[src/rtl/cp0_tlb_sequencer_if.sv]
// TLB entry layout, op codes and the grouped WB / TLB / cp0 signals of the
// CP0 TLB sequencer. The slave modport is the sequencer, master is its environment.
package cp0_tlb_pkg;
    typedef enum logic [1:0] {
        OP_TLBR  = 2'b00,
        OP_TLBWI = 2'b01,
        OP_TLBWR = 2'b10,
        OP_TLBP  = 2'b11
    } tlb_op_e;

    typedef struct packed {
        logic [18:0] vpn2;
        logic [7:0]  asid;
        logic        g;
        logic [23:0] pfn0;
        logic [2:0]  c0;
        logic        d0;
        logic        v0;
        logic [23:0] pfn1;
        logic [2:0]  c1;
        logic        d1;
        logic        v1;
    } TLBEntry_t;
endpackage

interface cp0_tlb_sequencer_if #(
    parameter int TLB_ENTRIES = 16,
    parameter int IDX_W       = $clog2(TLB_ENTRIES)
);
    import cp0_tlb_pkg::*;

    logic             op_valid;
    logic [1:0]       op_code;
    logic             op_ready;
    logic [31:0]      entry_hi;
    logic [31:0]      entry_lo0;
    logic [31:0]      entry_lo1;
    logic [31:0]      index;
    logic [31:0]      random;
    logic             flush;
    logic             tlb_req_valid;
    logic             tlb_req_we;
    logic [IDX_W-1:0] tlb_req_idx;
    TLBEntry_t        tlb_wdata;
    logic             tlb_req_ready;
    logic             tlb_rvalid;
    TLBEntry_t        tlb_rdata;
    logic             probe_valid;
    logic [18:0]      probe_vpn2;
    logic [7:0]       probe_asid;
    logic             probe_done;
    logic             probe_hit;
    logic [IDX_W-1:0] probe_idx;
    logic             tlbr_req;
    TLBEntry_t        tlbr_res;
    logic             tlbp_req;
    logic [31:0]      tlbp_res;
    logic             op_done;
    logic             busy;

    modport slave (
        input  op_valid, op_code, entry_hi, entry_lo0, entry_lo1, index, random, flush,
        input  tlb_req_ready, tlb_rvalid, tlb_rdata, probe_done, probe_hit, probe_idx,
        output op_ready, tlb_req_valid, tlb_req_we, tlb_req_idx, tlb_wdata,
        output probe_valid, probe_vpn2, probe_asid,
        output tlbr_req, tlbr_res, tlbp_req, tlbp_res, op_done, busy
    );

    modport master (
        output op_valid, op_code, entry_hi, entry_lo0, entry_lo1, index, random, flush,
        output tlb_req_ready, tlb_rvalid, tlb_rdata, probe_done, probe_hit, probe_idx,
        input  op_ready, tlb_req_valid, tlb_req_we, tlb_req_idx, tlb_wdata,
        input  probe_valid, probe_vpn2, probe_asid,
        input  tlbr_req, tlbr_res, tlbp_req, tlbp_res, op_done, busy
    );
endinterface

[src/rtl/cp0_tlb_sequencer.sv]
// Multi-cycle sequencer for TLBR/TLBWI/TLBWR/TLBP: latches CP0 operands at accept,
// drives the TLB maintenance or probe port, and returns one-cycle results to cp0.
module cp0_tlb_sequencer
    import cp0_tlb_pkg::*;
#(
    parameter int TLB_ENTRIES = 16,
    parameter int IDX_W       = $clog2(TLB_ENTRIES)
) (
    input logic                clk,
    input logic                rst,
    cp0_tlb_sequencer_if.slave bus
);
    typedef enum logic [2:0] {
        S_IDLE, S_WRITE, S_READ, S_WAIT_RD, S_PROBE, S_RESP, S_DRAIN
    } state_e;

    state_e           r_state;
    state_e           w_next_state;
    tlb_op_e          r_op;
    tlb_op_e          w_op;
    logic [IDX_W-1:0] r_idx;
    TLBEntry_t        r_entry;
    TLBEntry_t        w_entry;
    TLBEntry_t        r_tlbr_res;
    logic [31:0]      r_tlbp_res;
    logic             w_accept;
    logic             w_unused;

    assign w_op     = tlb_op_e'(bus.op_code);
    assign w_accept = (r_state == S_IDLE) && bus.op_valid && !bus.flush;
    assign w_unused = ^{bus.entry_hi[12:8], bus.entry_lo0[31:30], bus.entry_lo1[31:30],
                        bus.index[31:IDX_W], bus.random[31:IDX_W]};

    // NOTE: every combinational output gets a default before any branch, so no
    // path through the block can leave it unassigned and infer a latch.
    always_comb begin
        w_entry      = '0;
        w_entry.vpn2 = bus.entry_hi[31:13];
        w_entry.asid = bus.entry_hi[7:0];
        w_entry.g    = bus.entry_lo0[0] & bus.entry_lo1[0];
        w_entry.pfn0 = bus.entry_lo0[29:6];
        w_entry.c0   = bus.entry_lo0[5:3];
        w_entry.d0   = bus.entry_lo0[2];
        w_entry.v0   = bus.entry_lo0[1];
        w_entry.pfn1 = bus.entry_lo1[29:6];
        w_entry.c1   = bus.entry_lo1[5:3];
        w_entry.d1   = bus.entry_lo1[2];
        w_entry.v1   = bus.entry_lo1[1];
    end

    // NOTE: clocked state uses non-blocking assignments so every register samples
    // pre-edge values regardless of process ordering.
    always_ff @(posedge clk or negedge rst) begin
        if (!rst) begin
            r_state <= S_IDLE;
        end else begin
            r_state <= w_next_state;
        end
    end

    // A read the TLB has already accepted must have its response drained, even on flush.
    always_comb begin
        w_next_state = r_state;
        case (r_state)
            S_IDLE: begin
                if (w_accept) begin
                    case (w_op)
                        OP_TLBR: w_next_state = S_READ;
                        OP_TLBP: w_next_state = S_PROBE;
                        default: w_next_state = S_WRITE;
                    endcase
                end
            end
            S_WRITE:   if (bus.tlb_req_ready || bus.flush) w_next_state = S_IDLE;
            S_READ: begin
                if (bus.tlb_req_ready)  w_next_state = bus.flush ? S_DRAIN : S_WAIT_RD;
                else if (bus.flush)     w_next_state = S_IDLE;
            end
            S_WAIT_RD: begin
                if (bus.flush)          w_next_state = bus.tlb_rvalid ? S_IDLE : S_DRAIN;
                else if (bus.tlb_rvalid) w_next_state = S_RESP;
            end
            S_PROBE: begin
                if (bus.flush)          w_next_state = S_IDLE;
                else if (bus.probe_done) w_next_state = S_RESP;
            end
            S_RESP:    w_next_state = S_IDLE;
            S_DRAIN:   if (bus.tlb_rvalid) w_next_state = S_IDLE;
            default:   w_next_state = S_IDLE;
        endcase
    end

    always_ff @(posedge clk or negedge rst) begin
        if (!rst) begin
            r_op       <= OP_TLBR;
            r_idx      <= '0;
            r_entry    <= '0;
            r_tlbr_res <= '0;
            r_tlbp_res <= '0;
        end else begin
            if (w_accept) begin
                r_op    <= w_op;
                r_entry <= w_entry;
                r_idx   <= (w_op == OP_TLBWR) ? bus.random[IDX_W-1:0] : bus.index[IDX_W-1:0];
            end
            if (r_state == S_WAIT_RD && bus.tlb_rvalid && !bus.flush) begin
                r_tlbr_res <= bus.tlb_rdata;
            end
            if (r_state == S_PROBE && bus.probe_done && !bus.flush) begin
                r_tlbp_res <= bus.probe_hit ? {{(32-IDX_W){1'b0}}, bus.probe_idx} : 32'h8000_0000;
            end
        end
    end

    assign bus.op_ready      = (r_state == S_IDLE);
    assign bus.busy          = (r_state != S_IDLE);
    assign bus.tlb_req_valid = (r_state == S_WRITE) || (r_state == S_READ);
    assign bus.tlb_req_we    = (r_state == S_WRITE);
    assign bus.tlb_req_idx   = r_idx;
    assign bus.tlb_wdata     = r_entry;
    assign bus.probe_valid   = (r_state == S_PROBE);
    assign bus.probe_vpn2    = r_entry.vpn2;
    assign bus.probe_asid    = r_entry.asid;
    assign bus.tlbr_req      = (r_state == S_RESP) && (r_op == OP_TLBR) && !bus.flush;
    assign bus.tlbp_req      = (r_state == S_RESP) && (r_op == OP_TLBP) && !bus.flush;
    assign bus.tlbr_res      = r_tlbr_res;
    assign bus.tlbp_res      = r_tlbp_res;
    // A write handshaken in the same cycle as a flush is already committed.
    assign bus.op_done       = ((r_state == S_WRITE) && bus.tlb_req_ready) ||
                               ((r_state == S_RESP) && !bus.flush);
endmodule

[src/flat_wrapper.sv]
// flat-port wrapper written by rule: the top's interface ports become plain ports
module cp0_tlb_sequencer_flat import cp0_tlb_pkg::*;
#(
    parameter int TLB_ENTRIES = 16,
    parameter int IDX_W       = $clog2(TLB_ENTRIES)
)
  (clk, rst, bus_op_valid, bus_op_code, bus_entry_hi, bus_entry_lo0, bus_entry_lo1, bus_index, bus_random, bus_flush, bus_tlb_req_ready, bus_tlb_rvalid, bus_tlb_rdata, bus_probe_done, bus_probe_hit, bus_probe_idx, bus_op_ready, bus_tlb_req_valid, bus_tlb_req_we, bus_tlb_req_idx, bus_tlb_wdata, bus_probe_valid, bus_probe_vpn2, bus_probe_asid, bus_tlbr_req, bus_tlbr_res, bus_tlbp_req, bus_tlbp_res, bus_op_done, bus_busy);
  cp0_tlb_sequencer_if #(.TLB_ENTRIES(TLB_ENTRIES), .IDX_W(IDX_W)) bus_i ();
  input logic clk;
  input logic rst;
  input wire logic [$bits(bus_i.op_valid)-1:0] bus_op_valid;
  input wire logic [$bits(bus_i.op_code)-1:0] bus_op_code;
  input wire logic [$bits(bus_i.entry_hi)-1:0] bus_entry_hi;
  input wire logic [$bits(bus_i.entry_lo0)-1:0] bus_entry_lo0;
  input wire logic [$bits(bus_i.entry_lo1)-1:0] bus_entry_lo1;
  input wire logic [$bits(bus_i.index)-1:0] bus_index;
  input wire logic [$bits(bus_i.random)-1:0] bus_random;
  input wire logic [$bits(bus_i.flush)-1:0] bus_flush;
  input wire logic [$bits(bus_i.tlb_req_ready)-1:0] bus_tlb_req_ready;
  input wire logic [$bits(bus_i.tlb_rvalid)-1:0] bus_tlb_rvalid;
  input wire logic [$bits(bus_i.tlb_rdata)-1:0] bus_tlb_rdata;
  input wire logic [$bits(bus_i.probe_done)-1:0] bus_probe_done;
  input wire logic [$bits(bus_i.probe_hit)-1:0] bus_probe_hit;
  input wire logic [$bits(bus_i.probe_idx)-1:0] bus_probe_idx;
  output wire logic [$bits(bus_i.op_ready)-1:0] bus_op_ready;
  output wire logic [$bits(bus_i.tlb_req_valid)-1:0] bus_tlb_req_valid;
  output wire logic [$bits(bus_i.tlb_req_we)-1:0] bus_tlb_req_we;
  output wire logic [$bits(bus_i.tlb_req_idx)-1:0] bus_tlb_req_idx;
  output wire logic [$bits(bus_i.tlb_wdata)-1:0] bus_tlb_wdata;
  output wire logic [$bits(bus_i.probe_valid)-1:0] bus_probe_valid;
  output wire logic [$bits(bus_i.probe_vpn2)-1:0] bus_probe_vpn2;
  output wire logic [$bits(bus_i.probe_asid)-1:0] bus_probe_asid;
  output wire logic [$bits(bus_i.tlbr_req)-1:0] bus_tlbr_req;
  output wire logic [$bits(bus_i.tlbr_res)-1:0] bus_tlbr_res;
  output wire logic [$bits(bus_i.tlbp_req)-1:0] bus_tlbp_req;
  output wire logic [$bits(bus_i.tlbp_res)-1:0] bus_tlbp_res;
  output wire logic [$bits(bus_i.op_done)-1:0] bus_op_done;
  output wire logic [$bits(bus_i.busy)-1:0] bus_busy;
  assign bus_i.op_valid = bus_op_valid;
  assign bus_i.op_code = bus_op_code;
  assign bus_i.entry_hi = bus_entry_hi;
  assign bus_i.entry_lo0 = bus_entry_lo0;
  assign bus_i.entry_lo1 = bus_entry_lo1;
  assign bus_i.index = bus_index;
  assign bus_i.random = bus_random;
  assign bus_i.flush = bus_flush;
  assign bus_i.tlb_req_ready = bus_tlb_req_ready;
  assign bus_i.tlb_rvalid = bus_tlb_rvalid;
  assign bus_i.tlb_rdata = bus_tlb_rdata;
  assign bus_i.probe_done = bus_probe_done;
  assign bus_i.probe_hit = bus_probe_hit;
  assign bus_i.probe_idx = bus_probe_idx;
  assign bus_op_ready = bus_i.op_ready;
  assign bus_tlb_req_valid = bus_i.tlb_req_valid;
  assign bus_tlb_req_we = bus_i.tlb_req_we;
  assign bus_tlb_req_idx = bus_i.tlb_req_idx;
  assign bus_tlb_wdata = bus_i.tlb_wdata;
  assign bus_probe_valid = bus_i.probe_valid;
  assign bus_probe_vpn2 = bus_i.probe_vpn2;
  assign bus_probe_asid = bus_i.probe_asid;
  assign bus_tlbr_req = bus_i.tlbr_req;
  assign bus_tlbr_res = bus_i.tlbr_res;
  assign bus_tlbp_req = bus_i.tlbp_req;
  assign bus_tlbp_res = bus_i.tlbp_res;
  assign bus_op_done = bus_i.op_done;
  assign bus_busy = bus_i.busy;
  cp0_tlb_sequencer #(.TLB_ENTRIES(TLB_ENTRIES), .IDX_W(IDX_W)) u_core (.clk(clk), .rst(rst), .bus(bus_i));
endmodule
[config.mk]
export PLATFORM = sky130hd
export DESIGN_NAME = cp0_tlb_sequencer_flat
export DESIGN_NICKNAME = d
export VERILOG_FILES = /design/src/rtl/cp0_tlb_sequencer_if.sv /design/src/rtl/cp0_tlb_sequencer.sv /design/src/flat_wrapper.sv
export SDC_FILE = /design/constraint.sdc
export NUM_CORES = 1
export LEC_CHECK = 0
export CAP_MARGIN = 40
export CORE_AREA = 5 5 193 195
export CTS_BUF_LIST = sky130_fd_sc_hd__clkbuf_4 sky130_fd_sc_hd__clkbuf_8
export DETAILED_ROUTE_END_ITERATION = 8
export DIE_AREA = 0 0 198 200
export SLEW_MARGIN = 25
export SYNTH_ARGS = -nofsm -noshare
export SYNTH_HDL_FRONTEND = slang
export SYNTH_SLANG_ARGS = --single-unit
[constraint.sdc]
create_clock -name clk -period 1.9 [get_ports clk]
set_input_delay 0.38 -clock clk [delete_from_list [all_inputs] [get_ports clk]]
set_output_delay 0.38 -clock clk [all_outputs]
set_load 0.005 [all_outputs]
### Word level (Yosys, flattened, before mapping)

Index checks and enable logic that the tools add are counted.
Widths: inputs -> output; s select.

| word-level totals | value |
|---|---|
| flip-flop bits (word level) | 213 |
| output and inout bits | 243 |
| input bits | 260 |

| cells by class | value |
|---|---|
| equality and inequality tests | 15 |
| bitwise logic cells | 1 |
| multiplexer cells | 15 |
| reduce and logical (&&, ||, !) cells | 21 |

Operators with widths:

| kind | number |
|---|---|
| $mux 3 | 11 |
| $mux 32 | 1 |
| $pmux 3 s6 | 1 |
| $logic_and 1x1->1 | 12 |
| $eq 3x3->1 const B | 3 |
| $ne 3x3->1 const B | 3 |
| $eq 2x2->1 const B | 3 |
| $eq 3x2->1 const B | 2 |
| $pmux 3 s2 | 1 |
| $reduce_and 6->1 | 1 |
| $logic_not 2->1 | 2 |
| $mux 4 | 1 |
| $ne 2x1->1 const B | 2 |
| $eq 3x1->1 const B | 1 |
| $logic_not 3->1 | 1 |
| $logic_or 1x1->1 | 3 |
| $reduce_bool 3->1 | 1 |
| $ne 2x2->1 const B | 1 |
| $and 1x1->1 | 1 |
| $logic_not 1->1 | 1 |

### Logic depth before layout (Yosys ltp)

Gate-level depths: netlist of the first run.

| depth | value |
|---|---|
| depth in word-level cells | 5 |
| gate-level depth with buffers | 7 |

### Worst setup path after synthesis of the first run

Ideal clock, no wire load.

| path | value |
|---|---|
| kind | register to register |
| start | reg u_core.r_state[0] |
| end | reg u_core.r_state[2] |
| data required time | 1775 ps |
| buffers on the path | 1 |
| arrival | 1406 ps |
| library setup time | 125 ps |
| clock period less this slack | 1531 ps |
| cell stages (with the launch flop) | 5 |
| slack | 369 ps |
| cells stage by stage | dfrtp_1 buf_6 mux2_2 a221oi_2 mux2_4 |

| on the way | value |
|---|---|
| longest elaborated chain between the ends | 5 |

RTL lines:

| item | RTL line | RTL |
|---|---|---|
| start, declared | cp0_tlb_sequencer.sv:17 | `state_e r_state;` |
| start signal, assigned | cp0_tlb_sequencer.sv:57 | `r_state <= w_next_state;` |
| $logic_not 3->1 | cp0_tlb_sequencer.sv:30, cp0_tlb_sequencer.sv:64 |  |
| $logic_and 1x1->1 (2 in series) | cp0_tlb_sequencer.sv:30 | `assign w_accept = (r_state == S_IDLE) && bus.op_valid && !bus.flush;` |
| $ne 2x1->1 (no line) | n/a |  |
| $reduce_and 6->1 (no line) | n/a |  |

Parallel ways exist; a longest one is shown, timed or not.
A chain may end at the register's enable or synchronous reset.

### Worst setup path in the final report of the first run

| path | value |
|---|---|
| start | reg u_core.r_state[2] |
| end | out bus_op_ready |

| on the way | value |
|---|---|
| longest elaborated chain between the ends | 1 |

RTL lines:

| item | RTL line | RTL |
|---|---|---|
| $logic_not 3->1 | cp0_tlb_sequencer.sv:115 | `assign bus.op_ready = (r_state == S_IDLE);` |
| end, declared | flat_wrapper.sv:25 | `output wire logic [$bits(bus_i.op_ready)-1:0] bus_op_ready;` |

Every way passes these cells.

==> impl_metrics.json, run 1 <==
{
  "root_buffer": "clkbuf_8",
  "grt_pass1_vias": 6029,
  "synth_area_sq_um": 7799,
  "cts_made_buffers": 17,
  "ir_drop_v": 0.0007996,
  "crit_path_end_kind": "output port",
  "slowest_stage": "dfrtp_1",
  "synthFlopType": "dfrtp_1",
  "dp_slack_ps": -698.0,
  "crit_top_cell": "buf_6",
  "clkSinkCount": 186,
  "setup_ws_ps": -40.63,
  "r2r_start": "u_core.r_state[2]",
  "synthArstFlopShare": 1.000,
  "die-area_sq_um": 39600,
  "post_drt_wl_per_cell_microns": 17.04,
  "fin_skew_ps": 20.24,
  "fin_crit_ps": 1941,
  "diodes": 0,
  "crit_start": "u_core.r_state[2]",
  "rsz0062_at_grt": "true",
  "fmax_ghz": 0.5153,
  "ios": 503,
  "routed_wl_microns": 24050,
  "port-buffer-count": 410,
  "fin_cells": 1411,
  "fin_crit_sh": 1.021,
  "dp.cells": 1370,
  "row_count": 69,
  "antenna_found_initial": 0,
  "yosys-top-cells-count": "dfrtp_1 (186), mux2_2 (133), buf_4 (55)",
  "ys_types": 34,
  "crit_chain": "buf_6, or3_4, inv_2, buf_6",
  "synth_top_cell_by_area": "dfrtp_1",
  "required_ps": 1520,
  "initial_core_util": 0.2214,
  "cp_slowest_stage_delay_ps": 410,
  "violations": "setup timing",
  "grt_pass1_wl_microns": 36000,
  "max_slew_margin": 0.6460,
  "hold_viol": 0,
  "ys_seq_elements": 186,
  "clkTransAtPathRegs_ps": 100,
  "postSynthCellCount": 516,
  "cts_tree": "built",
  "synthToLayoutAreaGrowth_pct": 66.26,
  "run_status": "finished, violations left",
  "dieWidth_microns": 198,
  "critical_path_class": "flop to output port",
  "n_fill_cell": 3469,
  "drcViolationCount": 0,
  "holdCritPathClass": "input pin to asynchronous set/reset pin",
  "htree_levels": 4,
  "leakage_nw": 5.808,
  "die-height_microns": 200,
  "final_net_count": 1200,
  "drtIter0Drc": 127,
  "final_area_sq_um": 12970,
  "crit_fanout": 5,
  "cts.path.max_buffers": 2,
  "syn_avg_cell_area_sq_um": 15.11,
  "setup_viol": 3,
  "fin_util": 0.3681,
  "synth.area.top_cells": "dfrtp_1 (60%), mux2_2 (19%), mux2_4 (7.9%)",
  "routed_via_density": 3.880,
  "worst_pin_slew_ps": 531.1,
  "vias": 5475,
  "cap_violations": 0,
  "arrival_ps": 1560,
  "grt_use_total": 0.1188,
  "place_area_sq_um": 12430,
  "firstDrtPassIters": 3,
  "yosysSeqAreaShare": 0.5968,
  "gr-total-overflow": 0,
  "hpwl_microns": 18700,
  "synth_top_area_share": 0.5968,
  "final_layout_size_suffix_gt1_frac": 0.2863,
  "p_per_area_nw_per_um2": 1452,
  "drtAntennaViolNets": 0,
  "synth_edf_count": 0,
  "start_kind": "flop",
  "synth-warning-count": 0,
  "slew_violations": 0,
  "synth.most_common_cell": "dfrtp_1",
  "coreArea_sq_um": 35220,
  "clkLatencyLatePin_ps": 500,
  "grt_max_degree": 58,
  "gp_congestion": 0.7322,
  "power_mw": 18.82
}
[cells in the final DEF, fill, tap and decap left out, drive strengths merged, types with 2 or more instances in the layout]
master         Yosys  final
nor4               2      2
clkdlybuf4s50      0    394
ha                 3      3
nor2               5      5
nand2b             3      3
buf               78     50
xnor2              2      2
clkbuf             1     20
nand2             19     19
mux2i              5      5
o21ai             15     15
a21oi              2      2
conb               1     27
bufinv             0      2
mux2             174    174
nor2b              4      4
clkdlybuf4s15      0      2
nand3              3      3
dfrtp            186    186
dlymetal6s2s       0      5
dlygate4sd2        0      2
inv                3     10
clkinvlp           0      3
[kinds of logic (layout without fill, tap and decap cells)]
kind of cell,Yosys count,in the layout,synth area share
AO/OA/AOI/OAI,22,22,0.01685
XOR/XNOR,2,2,0.002247
adder cells (fa/ha/maj),3,3,0.004814
buffers and inverters,82,490,0.07332
flip-flops,186,186,0.5968
multiplexers,179,179,0.2774
other,1,27,0.0004808
AND/OR/NAND/NOR,41,41,0.02808
[registers in the layout (all words and copies together) (netlist names)]
register                count
u_core.bus.probe_asid       8
u_core.bus.probe_vpn2      19
u_core.bus.tlb_req_idx      4
u_core.bus.tlb_wdata       59
u_core.bus.tlbp_res         5
u_core.bus.tlbr_res        86
u_core.r_op                 2
u_core.r_state              3
[cell type report]
type | instances | area (sq um) | area share
clock buffers | 19 | 255.2 | 0.01969
multi-input cells | 274 | 2731 | 0.2107
repair buffers | 455 | 4582 | 0.3534
clock inverters | 13 | 153.9 | 0.01187
inverters | 3 | 11.26 | 0.0008685
well taps | 461 | 576.8 | 0.04449
flip-flops and latches | 186 | 4656 | 0.3591
[critical path, delay by kind of cell (launching register included)]
family | cells | cell delay, ps
simple gates | 1 | 400
buf+inv | 3 | 270
flops | 1 | 410
[path summary, 6_finish.rpt]
kind,to,slack [ps],cells past startpoint
worst min register to register,u_core.bus.tlbp_res[1],490,2
worst max-delay path,bus_op_ready,-40,4
min in group clk,u_core.bus.tlbp_res[3],440,3
worst max register to register,u_core.bus.tlbr_res[42],150,6
max in group asynchronous,u_core.bus.probe_vpn2[5],870,3
worst min-delay path,u_core.bus.tlbr_res[59],420,2
[per-layer routing]
metal / track usage / share of wire
met5: 0 / 0
met4: 0.03341 / 0.014
met3: 0.05874 / 0.11
met2: 0.2062 / 0.51
met1: 0.1295 / 0.37
[report_power, final]
group          switching, mW  internal, mW
sequential              1.12          5.91
combinational           2.67          6.29
clock                   1.58          1.25
[stage by stage]
| stage | hold slack, ps | TNS [ps] |
|---|---|---|
| after floorplan | 84.41 | 0 |
| after global placement | 413.5 | -18760 |
| after detailed placement | 407.1 | -19420 |
| after CTS | 383.6 | -466.3 |
| after global routing | 400.4 | -570.9 |
| final | 416.8 | -88.18 |
[what timing repair did]
action                     in CTS  in global routing
resized for setup              42                 12
setup buffers                   8                  1
hold endpoints to repair       48                  0
hold buffers                    1                  0
pin swaps                       2                  3
setup endpoints to repair      10                 13
cloned                          0                  0
Power figures use the tool's default switching activity.
==> inputs of run 2 (changes only) <==
CORE_AREA = 4 4 192 194   (was 5 5 193 195)
CTS_CLUSTER_DIAMETER = 60   (was unset)
DIE_AREA = 0 0 196 198   (was 0 0 198 200)
==> run 2 against run 1 <==
Effect of this change:
- the flow now finishes without violations
- combinational power rose by 0.6%
- critical path depth rose by 2
- non-clock buffer count rose by 3
- critical endpoint is now u_core.r_state[2]
- largest power group unchanged
==> impl_metrics.json, run 2 (same netlist as run 1, synthesis figures left out) <==
{
  "critical_path_class": "flop to flop",
  "dieWidth_microns": 196,
  "final_common_cell": "clkdlybuf4s50_1",
  "drtAntennaViolNets": 0,
  "drcViolationCount": 0,
  "port-buffer-count": 410,
  "clkTransAtPathRegs_ps": 110,
  "post_drt_wl_per_cell_microns": 17.07,
  "antenna_found_initial": 0,
  "routed_wl_microns": 24140,
  "routed_via_density": 3.913,
  "hpwl_microns": 18370,
  "htree_levels": 4,
  "die-height_microns": 198,
  "slew_violations": 0,
  "required_ps": 2270,
  "diodes": 0,
  "dp.cells": 1368,
  "fin_crit_ps": 1861,
  "grt_pass1_wl_microns": 36380,
  "crit_path_end_kind": "flop",
  "cts.path.max_buffers": 2,
  "final_layout_size_suffix_gt1_frac": 0.2917,
  "cts_tree": "built",
  "setup_viol": 0,
  "coreArea_sq_um": 35220,
  "drtIter0Drc": 95,
  "p_per_area_nw_per_um2": 1442,
  "die-area_sq_um": 38810,
  "initial_core_util": 0.2214,
  "largest_reg_flops": 86,
  "run_status": "complete, no violations",
  "fin_crit_sh": 0.9795,
  "fin_cells": 1414,
  "start_kind": "flop",
  "cap_violations": 0,
  "leakage_nw": 5.839,
  "hold_viol": 0,
  "root_buffer": "clkbuf_8",
  "firstDrtPassIters": 4,
  "clkLatencyLatePin_ps": 490,
  "ios": 503,
  "hold_ws_ps": 435.9,
  "n_fill_cell": 3497,
  "gp_congestion": 0.7514,
  "r2r_cells": 6,
  "final_net_count": 1203,
  "vias": 5533,
  "power_mw": 18.73,
  "grt_use_total": 0.1215,
  "clkSinkCount": 186,
  "crit_fanout": 9,
  "cts_made_buffers": 17,
  "row_count": 69,
  "fmax_ghz": 0.5373,
  "synthToLayoutAreaGrowth_pct": 66.58,
  "grt_max_degree": 54,
  "fin_skew_ps": 18.27,
  "ir_drop_v": 0.0005694,
  "holdCritPathClass": "input pin to asynchronous set/reset pin",
  "gr-total-overflow": 0,
  "grt_pass1_vias": 6177,
  "rsz0062_at_grt": "true",
  "final_cell_mix": "clkdlybuf4s50_1 (391), dfrtp_1 (184), mux2_2 (133)",
  "arrival_ps": 2230,
  "fin_util": 0.3688
}
run 2: worst max-delay path: stages (launching register included):
cell and delay [ps]:
dfrtp_2 470, buf_4 170, buf_4 140, buf_4 160, mux2_2 270, a221oi_2 240
mux2_4 320
run 2: layer usage:
metal,GRT usage,wire length (microns),up-vias
met2,0.2082,12190,257
li1,-,-,2537
met1,0.1349,9248,2718
met4,0.04370,442,0
met5,0,0,-
met3,0.05309,2262,21
run 2: cell type report:
class                           instances  area [sq um]  area share
Tap cell                              461         576.8     0.04440
Clock inverter                         15         148.9     0.01146
Clock buffer                           17         234.0     0.01801
Multi-Input combinational cell        274          2758      0.2123
Sequential cell                       186          4657      0.3585
Timing Repair Buffer                  458          4606      0.3545
Inverter                                3         11.26   0.0008668
run 2: worst paths after layout:
kind                                            from                        end  slack (ps)
max                                u_core.r_state[2]          u_core.r_state[2]          40
min                                              rst    u_core.bus.tlbr_res[11]         440
max reg2reg                        u_core.r_state[2]          u_core.r_state[2]          40
min reg2reg                u_core.bus.tlb_req_idx[0]  u_core.bus.tlb_req_idx[0]         500
max in group asynchronous                        rst   u_core.bus.tlb_wdata[22]         860
min in group clk                    bus_entry_lo1[0]   u_core.bus.tlb_wdata[58]         440
run 2: metrics by stage:
stage          cell area [sq um]  worst slack [ps]  setup TNS [ps]
5_1_grt                    12990            -72.98          -230.2
6_report                   12990             39.00               0
2_1_floorplan               7896             369.1               0
3_5_place_dp               12390            -453.0          -42950
4_1_cts                    12900            -49.77          -102.8
3_3_place_gp               12390            -431.7          -40350
run 2: power breakdown:
part	internal (mW)	switching [mW]
sequential	5.91	1.15
combinational	6.34	2.67
clock	0.982	1.69
run 2: what timing repair did:
action,in CTS,in global routing
hold buffers,1,0
setup buffers,9,3
pin swaps,5,3
setup endpoints to repair,11,62
gates cloned,0,1
endpoints found under the hold margin,47,0
resized for setup,54,10
